File: src/rtl/encoder_pkg.sv
// Shared types and helpers for the quadrature decoder: FSM state encoding
// and the forward/reverse successor of each Gray-code state.
package encoder_pkg;

  localparam int DEFAULT_DEBOUNCE_CYCLES = 16;

  typedef enum logic [2:0] {
    Q_INIT = 3'd0,
    Q_00   = 3'd1,
    Q_01   = 3'd2,
    Q_11   = 3'd3,
    Q_10   = 3'd4
  } quad_state_t;

  function automatic quad_state_t level_state(input logic [1:0] ab);
    quad_state_t s;
    case (ab)
      2'b00:   s = Q_00;
      2'b01:   s = Q_01;
      2'b11:   s = Q_11;
      2'b10:   s = Q_10;
      default: s = Q_INIT;
    endcase
    return s;
  endfunction

  // Forward rotation is 00 -> 10 -> 11 -> 01 -> 00.
  function automatic quad_state_t fwd_next(input quad_state_t s);
    quad_state_t n;
    case (s)
      Q_00:    n = Q_10;
      Q_10:    n = Q_11;
      Q_11:    n = Q_01;
      Q_01:    n = Q_00;
      default: n = Q_INIT;
    endcase
    return n;
  endfunction

  function automatic quad_state_t rev_next(input quad_state_t s);
    quad_state_t n;
    case (s)
      Q_00:    n = Q_01;
      Q_01:    n = Q_11;
      Q_11:    n = Q_10;
      Q_10:    n = Q_00;
      default: n = Q_INIT;
    endcase
    return n;
  endfunction

endpackage

File: src/rtl/encoder_debounce.sv
// One encoder channel: two-flop synchronizer, consecutive-cycle debounce
// counter, filtered level and a valid bit set on the first accepted level.
module encoder_debounce
  import encoder_pkg::*;
#(
  parameter int DEBOUNCE_CYCLES = DEFAULT_DEBOUNCE_CYCLES
) (
  input  logic clock,
  input  logic system_reset,
  input  logic i_raw,
  output logic o_level,
  output logic o_valid
);

  localparam int               CNT_W    = $clog2(DEBOUNCE_CYCLES + 1);
  localparam logic [CNT_W-1:0] CNT_LAST = CNT_W'(DEBOUNCE_CYCLES - 1);

  logic             r_sync1;
  logic             r_sync2;
  logic             r_level;
  logic             r_valid;
  logic [CNT_W-1:0] r_count;
  logic             w_pending;

  // Until the first acceptance, time a settled synchronizer pipe so that
  // a level equal to the reset value 0 can still be accepted.
  always_comb begin
    if (r_valid) begin
      w_pending = (r_sync2 != r_level);
    end else begin
      w_pending = (r_sync1 == r_sync2);
    end
  end

  always_ff @(posedge clock) begin
    if (system_reset) begin
      r_sync1 <= 1'b0;
      r_sync2 <= 1'b0;
      r_level <= 1'b0;
      r_valid <= 1'b0;
      r_count <= '0;
    end else begin
      r_sync1 <= i_raw;
      r_sync2 <= r_sync1;
      if (w_pending) begin
        if (r_count == CNT_LAST) begin
          r_level <= r_sync2;
          r_valid <= 1'b1;
          r_count <= '0;
        end else begin
          r_count <= r_count + CNT_W'(1);
        end
      end else begin
        r_count <= '0;
      end
    end
  end

  assign o_level = r_level;
  assign o_valid = r_valid;

endmodule

File: src/rtl/quadrature_decoder.sv
// Quadrature decoder: debounced A/B channels feed a Gray-code step FSM that
// emits a tachometer strobe, direction, wrapping signed position and sticky error.
module quadrature_decoder
  import encoder_pkg::*;
#(
  parameter int DEBOUNCE_CYCLES = DEFAULT_DEBOUNCE_CYCLES,
  parameter int POS_WIDTH       = 32
) (
  input  logic                        clock,
  input  logic                        system_reset,
  input  logic                        enc_a,
  input  logic                        enc_b,
  input  logic                        clear_pos,
  input  logic                        err_clear,
  output logic                        pulse_out,
  output logic                        dir_out,
  output logic signed [POS_WIDTH-1:0] position,
  output logic                        err_out
);

  localparam logic [POS_WIDTH-1:0] POS_ONE = POS_WIDTH'(1);

  logic                 w_level_a;
  logic                 w_valid_a;
  logic                 w_level_b;
  logic                 w_valid_b;
  quad_state_t          w_new_state;
  logic                 w_active;
  logic                 w_step_fwd;
  logic                 w_step_rev;
  logic                 w_illegal;

  quad_state_t          r_state;
  logic                 r_pulse;
  logic                 r_dir;
  logic                 r_err;
  logic [POS_WIDTH-1:0] r_pos;

  encoder_debounce #(.DEBOUNCE_CYCLES(DEBOUNCE_CYCLES)) u_debounce_a (
    .clock        (clock),
    .system_reset (system_reset),
    .i_raw        (enc_a),
    .o_level      (w_level_a),
    .o_valid      (w_valid_a)
  );

  encoder_debounce #(.DEBOUNCE_CYCLES(DEBOUNCE_CYCLES)) u_debounce_b (
    .clock        (clock),
    .system_reset (system_reset),
    .i_raw        (enc_b),
    .o_level      (w_level_b),
    .o_valid      (w_valid_b)
  );

  // A change landing right after a strobe is held off one cycle so strobes never abut.
  always_comb begin
    w_new_state = level_state({w_level_a, w_level_b});
    w_active    = (r_state != Q_INIT) && (w_new_state != r_state) && !r_pulse;
    w_step_fwd  = w_active && (w_new_state == fwd_next(r_state));
    w_step_rev  = w_active && (w_new_state == rev_next(r_state));
    w_illegal   = w_active && !w_step_fwd && !w_step_rev;
  end

  always_ff @(posedge clock) begin
    if (system_reset) begin
      r_state <= Q_INIT;
      r_pulse <= 1'b0;
      r_dir   <= 1'b0;
      r_err   <= 1'b0;
      r_pos   <= '0;
    end else begin
      r_pulse <= w_step_fwd | w_step_rev;
      if (r_state == Q_INIT) begin
        if (w_valid_a && w_valid_b) begin
          r_state <= w_new_state;
        end
      end else if (w_active) begin
        r_state <= w_new_state;
      end
      if (w_step_fwd | w_step_rev) begin
        r_dir <= w_step_fwd;
      end
      if (clear_pos) begin
        r_pos <= '0;
      end else if (w_step_fwd) begin
        r_pos <= r_pos + POS_ONE;
      end else if (w_step_rev) begin
        r_pos <= r_pos - POS_ONE;
      end
      if (w_illegal) begin
        r_err <= 1'b1;
      end else if (err_clear) begin
        r_err <= 1'b0;
      end
    end
  end

  assign pulse_out = r_pulse;
  assign dir_out   = r_dir;
  assign err_out   = r_err;
  assign position  = r_pos;

endmodule

File: config.mk
export PLATFORM = sky130hd
export DESIGN_NAME = quadrature_decoder
export DESIGN_NICKNAME = d
export VERILOG_FILES = /design/src/rtl/encoder_pkg.sv /design/src/rtl/encoder_debounce.sv /design/src/rtl/quadrature_decoder.sv
export SDC_FILE = /design/constraint.sdc
export NUM_CORES = 1
export LEC_CHECK = 0
export CAP_MARGIN = 20
export CORE_ASPECT_RATIO = 0.75
export CORE_MARGIN = 10
export CORE_UTILIZATION = 60
export DETAILED_ROUTE_END_ITERATION = 12
export PLACE_DENSITY = 0.84
export SLEW_MARGIN = 20
export SYNTH_ARGS = -nofsm -noshare
export SYNTH_HDL_FRONTEND = slang
export SYNTH_SLANG_ARGS = --single-unit
File: constraint.sdc
create_clock -name clock -period 8.9 [get_ports clock]
set_clock_uncertainty 0.1 [all_clocks]
set_input_delay 1.335 -clock clock [delete_from_list [all_inputs] [get_ports clock]]
set_output_delay 1.335 -clock clock [all_outputs]
set_load 0.02 [all_outputs]
Word level (Yosys, flattened, before mapping) --
Cells that the tools add are included.
Operators by class: $add $sub $neg 4, $mul 0, div/mod/pow operators 0, $lt $le $gt $ge 0, eq/ne operators 17, shifts and indexed selects 0, mux-type cells 12, bitwise gates (word level) 3, reductions and logical operators 22
Operator list (number):
- $mux 32 | 2
- $pmux 3 s4 | 3
- $add 32x1->32 const B | 1
- $sub 32x1->32 const B | 1
- $add 5x1->5 const B | 2
- $eq 5x4->1 const B | 2
- $mux 3 | 3
- $logic_and 1x1->1 | 7
- $eq 3x2->1 const B | 2
- $eq 3x3->1 | 2
- $reduce_and 2->1 | 3
- $reduce_bool 2->1 | 3
- $reduce_or 3->1 | 2
- $eq 2x2->1 const B | 2
- $mux 1 | 4
- $eq 3x1->1 const B | 1
- $eq 3x3->1 const B | 1
- $logic_not 1->1 | 3
- $logic_not 3->1 | 1
- $ne 3x3->1 | 1
- $reduce_bool 3->1 | 1
- $eq 1x1->1 | 2
- $eq 2x1->1 const B | 1
- $logic_not 2->1 | 1
- other kinds (5) | 7
Word-level totals: bits in registers 56, bits in latches 0, RAM bits 0, memory bits (read-only) 0, bits of input ports 6, output and inout port bits 35, memories 0

Depth between registers and ports, before layout --
Gate-level depths: netlist of the first run.
depth after elaboration 10, depth in mapped cells 20, depth with buffers taken out 19

Modules after synthesis --
Synthesis of the first run repeated with hierarchy kept, for this count alone.
Unflattened totals: cells, all modules 527, area total of the unflattened synthesis 4185.3 um2
Modules (own cells, without submodules):
- quadrature_decoder | instances 1, cells each 451, area each 3459.6 um2, seq. area each 760.7 um2
- encoder_debounce | instances 2, cells each 38, area each 362.8 um2, seq. area each 180.2 um2

Least setup slack after synthesis of the first run --
No wires, ideal clock.
path type register -> register, start point register u_debounce_a.r_level, in the netlist u_debounce_a.o_level, end point register r_pos[26], in the netlist position[26], arrival 4461 ps, data required time 8682 ps, slack 4221 ps, cell stages (with the launch flop) 20, path buffers 1, clock period less this slack 4679 ps, path through dfxtp_1 > inv_1 > ha_1 > o21ba_1 > buf_2 > mux2_1 > o21ai_1 > a22oi_1 > o32ai_1 > nand2_1 > fa_1 > a211oi_2 > o21bai_2 > a21oi_4 > nor4_4 > o2111ai_2 > nand2_1 > a311oi_1 > xor2_1 > o21ai_1
On the way: longest elaborated chain between the ends 7, elaborated cells on any way between the ends 14, classes of those cells 6 x eq/ne; 2 x mux; 6 x reduce/logical
Ends and longest elaborated chain:
- start, declared | RTL line encoder_debounce.sv:20 | logic r_level;
- start signal, assigned | RTL line encoder_debounce.sv:47 | r_level <= r_sync2;
- $eq 2x2->1 (tied with other cells) | RTL line encoder_pkg.sv:17 | case (ab)
- $pmux 3 s4 * | RTL line encoder_pkg.sv:17
- $ne 3x3->1 | RTL line quadrature_decoder.sv:58 | w_active = (r_state != Q_INIT) && (w_new_state != r_state) && !r_pulse;
- $logic_and 1x1->1 (2 in series) | RTL line quadrature_decoder.sv:58
- $logic_and 1x1->1, on equally long branches | RTL line quadrature_decoder.sv:59, quadrature_decoder.sv:60
- $mux 32 or $reduce_bool 2->1 (tied branches)
- end signal, assigned | RTL line quadrature_decoder.sv:86 | r_pos <= r_pos + POS_ONE;
- end signal, assigned | RTL line quadrature_decoder.sv:88 | r_pos <= r_pos - POS_ONE;
- end, declared | RTL line quadrature_decoder.sv:37 | logic [POS_WIDTH-1:0] r_pos;
Mark *: on every way between the ends. The rest lies on a longest branch, timed or not. A chain may end at the register's enable or synchronous reset.

Worst setup path in the final report of the first run --
start point register u_debounce_b.r_level, in the netlist u_debounce_b.o_level, end point register r_pos[25], in the netlist position[25]
On the way: longest elaborated chain between the ends 7, elaborated cells on any way between the ends 14, classes of those cells 6 x eq/ne; 2 x mux; 6 x reduce/logical
Ends and longest elaborated chain (RTL line):
- start, declared | encoder_debounce.sv:20
- start signal, assigned | encoder_debounce.sv:47
- $eq 2x2->1 (tied with other cells) | encoder_pkg.sv:17
- $pmux 3 s4 * | encoder_pkg.sv:17
- $ne 3x3->1 | quadrature_decoder.sv:58
- $logic_and 1x1->1 (2 in series) | quadrature_decoder.sv:58
- $logic_and 1x1->1, on equally long branches | quadrature_decoder.sv:59, quadrature_decoder.sv:60
- $mux 32 or $reduce_bool 2->1 (tied branches)
Marked as above.

==> impl_metrics.toml, run 1 <==
[clock_tree]
clock_latency_ns = 0.31
postCtsSetupBuffers = 0
clock_sinks = 56
postCtsHoldBufs = 0
cts-root-buf = "clkbuf_8"
cts_tree = "yes"
cts-buffers-inserted = 5
clockBufferDepth = 2
cts_resized = 0
htreeDepth = 2
path_clk_slew_ns = 0.11

[pwr]
p_leak_nw = 1.86
power_density_nw_per_um2 = 92.4
ir_worst_vdd_mv = 0.0681

[logic_synthesis]
ys_types = 61
synth.area.mux_share_pct = 1.28
synth_commonest_cells = "66 x nand2_1, 57 x a21oi_1, 56 x dfxtp_1, 38 x ha_1, 38 x nor2_1"
async_reset_ff_share_pct = 0
syn_area_um2 = 4010
syn-mean-instance-area_um2 = 8.02
synth.most_common_cell = "nand2_1"
synthAdderAreaFrac_pct = 12.4
postSynthCellCount = 500
synth_area_leader_cell = "dfxtp_1"
synth-compound-area-share_pct = 26.2
synth_nets = 545
synthXorXnorAreaFrac_pct = 8.30
synthSimpleGateAreaFrac_pct = 19.4
yosysWarnings = 0
synth_edf_count = 0
synth.area.top_cells = "dfxtp_1 28%, ha_1 12%, a21oi_1 7.1%"
synth_top_family_by_area = "compound AO/OA/AOI/OAI gates"
synth_top_area_share_pct = 28.0
synthFlopType = "dfxtp_1"
ys_seq_elements = 56
seq_area_frac_synth_pct = 28.0

[floorplan]
die_height_um = 90.8
core-area_um2 = 6380
die-width_um = 114
start_util_pct = 62.8
die-area_um2 = 10400
rows = 25
ioPinCount = 41

[cells_and_area]
n_fill_cell = 513
area_growth_pct = 12.4
final_core_util_pct = 70.6
fin_nets = 571
final_layout_size_suffix_gt1_share_pct = 6.07
antenna_cells = 0

[sta]
setup-tns-final_ns = 0
worst_slew_pin_slew_ns = 1.06
slew_violations = 0
period_minus_slack_ns = 4.71
rsz0062_at_grt = "false"
fmax_ghz = 0.212
setup_viol = 0
hold_viol = 0
period_share_pct = 52.9
slew-limit-headroom_pct = 28.9

[worst_setup_path]
ff2ff_setup_slack_ns = 4.19
path_max_fanout = 32
r2r_cells = 19
r2r-end = "position[25]"
slowest_delay_ns = 0.41
cp-start-kind = "register"
crit_chain = "inv_1 > ha_1 > o21ba_1 > mux2_1 > o21ai_1 > a22oi_1 > o32ai_1 > nand2_1 > buf_4 > ha_1 > a21oi_1 > a21oi_1 > a211oi_2 > o21ai_2 > a21oi_2 > o31ai_4 > a311oi_1 > or4_1 > nand3_1"
cp_slowest_cell = "dfxtp_1"
crit_type = "reg2reg"
worstPathArrival_ns = 4.81
r2r_start = "u_debounce_b.o_level"
crit_family = "compound AO/OA/AOI/OAI gates"
critPathRequiredTime_ns = 9.01
crit_path_end_kind = "register"
crit_buf_inv = 2

[grt]
grt_pass1_vias = 3378
grt_use_total_pct = 17.7
grt_use_met1_pct = 24.2
top_usage_layer = "met2"
grt_start_max_net_pins = 33
grt_first_pass_wirelength_um = 16000
antenna_found_initial = 0
grtUsageMet2_pct = 28.1
gr-total-overflow = 0
grt_util_met3_pct = 3.59

[placed_design]
gpl.final_weighted_congestion = 0.919
hpwlAfterDp_um = 7120
port_buffers = 40

[worst_hold_path]
whs_path_depth = 1
hold_class = "reg2reg"
hold_end = "u_debounce_b.r_count[0]"
holdCritStartpoint = "u_debounce_b.r_count[0]"

[job]
drv_cap = 0

[status]
status = "complete, no violations"

[route]
vias = 3614
drc = 0
drt_iter0_markers = 232
dr.pass1.iters = 5
routedWlPerCell_um = 15.7
ant_nets = 0
drt_wl_total_um = 9560
viasPerCell = 5.94
[metrics by stage]
step / instances / hold WS (ns) / setup slack (ns) / total power, W / instance area (um^2)
global placement: 600 / 0.333 / 4.50 / 0.000274 / 4410
CTS: 608 / 0.363 / 4.24 / 0.000421 / 4510
detailed placement: 600 / 0.341 / 4.28 / 0.000274 / 4410
finish: 608 / 0.358 / 4.19 / 0.000416 / 4510
floorplan: 500 / 0.318 / 4.22 / 0.000270 / 4010
global route: 608 / 0.381 / 3.88 / 0.000431 / 4510
[layout make-up]
| class | count | area, um^2 | share of cell area, % |
|---|---|---|---|
| flip-flops and latches | 56 | 1120 | 24.9 |
| inverters | 17 | 63.8 | 1.42 |
| clock inverters | 3 | 26.3 | 0.583 |
| well taps | 81 | 101 | 2.25 |
| multi-input cells | 404 | 2710 | 60.1 |
| clock buffers | 5 | 68.8 | 1.53 |
| repair buffers | 42 | 415 | 9.22 |
[sequential cells by signal, indices dropped and copies added (netlist names), 3 cells and up]
| signal | flops |
|---|---|
| position | 32 |
| u_debounce_a.r_count | 5 |
| u_debounce_b.r_count | 5 |
| r_state | 3 |
[worst max path at each step]
stage	from	endpoint	slack [ns]	cells past startpoint
final	u_debounce_b.o_level	position[25]	4.19	19
after global routing	u_debounce_a.o_level	position[23]	3.88	19
after CTS	u_debounce_a.o_level	position[26]	4.24	19
after detailed placement	u_debounce_a.o_level	position[26]	4.28	19
after global placement	u_debounce_a.o_level	position[23]	4.50	19
after floorplan	u_debounce_a.o_level	position[26]	4.22	19
[where the power goes]
group / switching (W) / internal, W / leakage (nW)
combinational: 0.00000773 / 0.00000557 / 1.36
sequential: 0.00000224 / 0.000253 / 0.453
clock: 0.0000898 / 0.0000577 / 0.0487
[cell usage in the layout, fill, tap and decap left out, types with 12 or more instances in the layout]
| cell type | count |
|---|---|
| a21o_1 | 14 |
| a21oi_1 | 57 |
| clkdlybuf4s50_1 | 40 |
| dfxtp_1 | 56 |
| ha_1 | 38 |
| inv_1 | 17 |
| nand2_1 | 66 |
| nand3_1 | 15 |
| nor2_1 | 38 |
| o21ai_0 | 18 |
| o21ai_1 | 12 |
| xnor2_1 | 23 |
| xor2_1 | 15 |
[routing by layer]
layer | share of wire, % | vias up
met5 | 0 | -
met4 | 0.94 | 0
met3 | 6.1 | 14
met2 | 45 | 114
met1 | 48 | 1655
li1 | - | 1831
[cell families after synthesis]
family / Yosys count
AND/OR/NAND/NOR: 166
multiplexers: 5
AO/OA/AOI/OAI: 156
XOR/XNOR: 38
buffers and inverters: 40
adder cells (fa/ha/maj): 39
flip-flops: 56
(Power assumes the default switching activity.)
==> run 2: changes to the inputs <==
--- a/config.mk
+++ b/config.mk
@@ -8,9 +8,9 @@
 export CAP_MARGIN = 20
 export CORE_ASPECT_RATIO = 0.75
 export CORE_MARGIN = 10
-export CORE_UTILIZATION = 60
+export CORE_UTILIZATION = 52
 export DETAILED_ROUTE_END_ITERATION = 12
-export PLACE_DENSITY = 0.84
+export PLACE_DENSITY = 0.77
 export SLEW_MARGIN = 20
 export SYNTH_ARGS = -nofsm -noshare
 export SYNTH_HDL_FRONTEND = slang
==> constraint.sdc (replaced) <==
create_clock -name clock -period 4 [get_ports clock]
set_clock_uncertainty 0.1 [all_clocks]
set_input_delay 0.6 -clock clock [delete_from_list [all_inputs] [get_ports clock]]
set_output_delay 0.6 -clock clock [all_outputs]
set_load 0.02 [all_outputs]
==> run 2 against run 1 <==
- the run now ends with setup timing left
- largest cell class unchanged
- die area grew 12%
- first-iteration DRC count grew 44%
- clock power grew 140%
- critical path depth grew 3
- global-route usage grew 0.32 points
- via count grew 8.9%
- total power grew 130%
- sequential power grew 120%
- critical path type unchanged
- register-to-register slack lost 4.2 ns
- hold slack gained 0.0038 ns
- worst setup slack lost 4.2 ns
==> impl_metrics.toml, run 2 (synthesis gave the netlist of run 1 again) <==
[status]
status = "finished, violations left"
violations = "setup timing"

[sta]
rsz0062_at_grt = "true"
setup-tns-final_ns = -0.0617
period_minus_slack_ns = 4.02
period_share_pct = 101
slew_violations = 0
setup_ws_ns = -0.0244
fmax_ghz = 0.248
worst_slew_pin_slew_ns = 0.737
slew-limit-headroom_pct = 50.8
setup_viol = 3
hold_viol = 0

[grt]
grt_start_max_net_pins = 29
grt_first_pass_wirelength_um = 17500
antenna_found_initial = 0
gr-total-overflow = 0
grt_use_total_pct = 18.0
grt_pass1_vias = 3543

[pwr]
p_leak_nw = 2.16
totalPowerFinal_w = 0.000950
ir_worst_vdd_mv = 0.159
power_density_nw_per_um2 = 179

[cells_and_area]
final_area_um2 = 5300
final_layout_size_suffix_gt1_share_pct = 22.2
final_cells = 674
area_growth_pct = 32.3
largest_register_ffs = 32
fin_nets = 617
layout_common_cells = "63 x nand2_1, 54 x dfxtp_1, 43 x a21oi_1"
antenna_cells = 0
n_fill_cell = 563
layout_commonest_cell = "nand2_1"

[floorplan]
die-width_um = 121
die-area_um2 = 11700
start_util_pct = 53.9
rows = 27
die_height_um = 96.0
core-area_um2 = 7430
ioPinCount = 41

[worst_setup_path]
crit_chain = "inv_4 > buf_4 > ha_4 > xnor2_1 > nand2_1 > nand2_1 > a21oi_1 > o221ai_1 > nor2_2 > nand2_4 > buf_12 > fa_2 > a211oi_2 > o21bai_2 > a21oi_4 > nor4_4 > o2111ai_2 > nand3_2 > buf_4 > xnor2_2 > nand2_1 > a21oi_2"
critPathLaunch = "u_debounce_b.o_level"
critPathRequiredTime_ns = 4.17
crit_path_end_kind = "register"
crit_type = "reg2reg"
slowest_delay_ns = 0.41
cp_slowest_cell = "dfxtp_4"
crit_family = "compound AO/OA/AOI/OAI gates"
critPathCapture = "position[22]"
r2r_cells = 22
path_max_fanout = 6
crit_buf_inv = 4
r2r_start = "u_debounce_b.o_level"
r2r-end = "position[22]"
cp-start-kind = "register"
path_depth = 22
ff2ff_setup_slack_ns = -0.02
critPathMostFrequentCell = "nand2_1"
worstPathArrival_ns = 4.19

[clock_tree]
clockBufferDepth = 2
htreeDepth = 2
clock_latency_ns = 0.32
path_clk_slew_ns = 0.12
postCtsHoldBufs = 0
cts-root-buf = "clkbuf_8"
cts_tree = "yes"
cts-buffers-inserted = 5
clock_sinks = 56

[placed_design]
hpwlAfterDp_um = 7620
place_area_um2 = 4810
placed_cells = 653
dp_worst_setup_slack_ns = -0.202
gpl.final_weighted_congestion = 0.940
port_buffers = 40

[worst_hold_path]
hold_class = "reg2reg"

[route]
viasPerCell = 5.84
drc = 0
dr.pass1.iters = 5
ant_nets = 0
vias = 3937
drt_iter0_markers = 334
drt_wl_total_um = 11500
routedWlPerCell_um = 17.0

[job]
drv_cap = 0
## run 2: cell count changes in the layout (fill, tap and decap cells not counted), moves of 3 or more
cell     previous run  this run
ha_1               38        23
ha_4                0        12
nand2_1            66        63
ha_2                0         3
a21oi_1            57        43
a21oi_2             2        14
buf_4               2        42
## run 2: worst min path at each step
stage | from | endpoint | slack, ns | depth (start not counted)
global placement | u_debounce_b.r_count[0] | u_debounce_b.r_count[0] | 0.33 | 1
finish | u_debounce_a.r_count[0] | u_debounce_a.r_count[0] | 0.36 | 1
detailed placement | u_debounce_a.r_count[0] | u_debounce_a.r_count[0] | 0.35 | 1
global route | u_debounce_a.r_count[0] | u_debounce_a.r_count[0] | 0.39 | 1
floorplan | u_debounce_b.r_count[0] | u_debounce_b.r_count[0] | 0.32 | 1
CTS | u_debounce_a.r_count[0] | u_debounce_a.r_count[0] | 0.36 | 1
## run 2: worst register-to-register path, stage by stage (launching register included)
cell and delay (ns):
dfxtp_4 0.41, inv_4 0.05, buf_4 0.14, ha_4 0.18
xnor2_1 0.12, nand2_1 0.06, nand2_1 0.05, a21oi_1 0.14
o221ai_1 0.18, nor2_2 0.27, nand2_4 0.11, buf_12 0.17
fa_2 0.37, a211oi_2 0.25, o21bai_2 0.14, a21oi_4 0.22
nor4_4 0.06, o2111ai_2 0.26, nand3_2 0.16, buf_4 0.18
xnor2_2 0.13, nand2_1 0.08, a21oi_2 0.15
## run 2: routing by layer
layer  vias up  wire length [um]  global-route usage [%]
li1       1932                 -                       -
met2       149              5120                    27.5
met3        29               905                    3.68
met5         -                 0                       0
met4         0               200                    3.86
met1      1827              5250                    25.6
## run 2: per-stage QoR
step           utilization [%]  hold slack [ns]
2_1_floorplan                -            0.318
3_3_place_gp              64.8            0.331
3_5_place_dp              64.8            0.346
4_1_cts                   68.3            0.363
5_1_grt                   71.4            0.391
6_report                  71.4            0.361
## run 2: cell type report
cell class | instances | area (um^2) | area share, %
tap | 101 | 126 | 2.38
clock inverter | 3 | 28.8 | 0.543
sequential | 56 | 1130 | 21.3
multi-input combinational | 405 | 3080 | 58.1
clock buffer | 5 | 68.8 | 1.30
timing repair buffer | 87 | 803 | 15.1
inverter | 17 | 68.8 | 1.30
## run 2: report_power, final
group | internal, W | total [W] | switching, W
Clock | 0.000133 | 0.000351 | 0.000218
Sequential | 0.000562 | 0.000567 | 0.00000500
Combinational | 0.0000132 | 0.0000311 | 0.0000179
## run 2: repair_timing
item                       4_1_cts  5_1_grt
setup buffers                    7        4
setup endpoints to repair       15       18
resized for setup               17       38
cloned                           1        1
pin swaps                       13       28
hold endpoints to repair         0        0
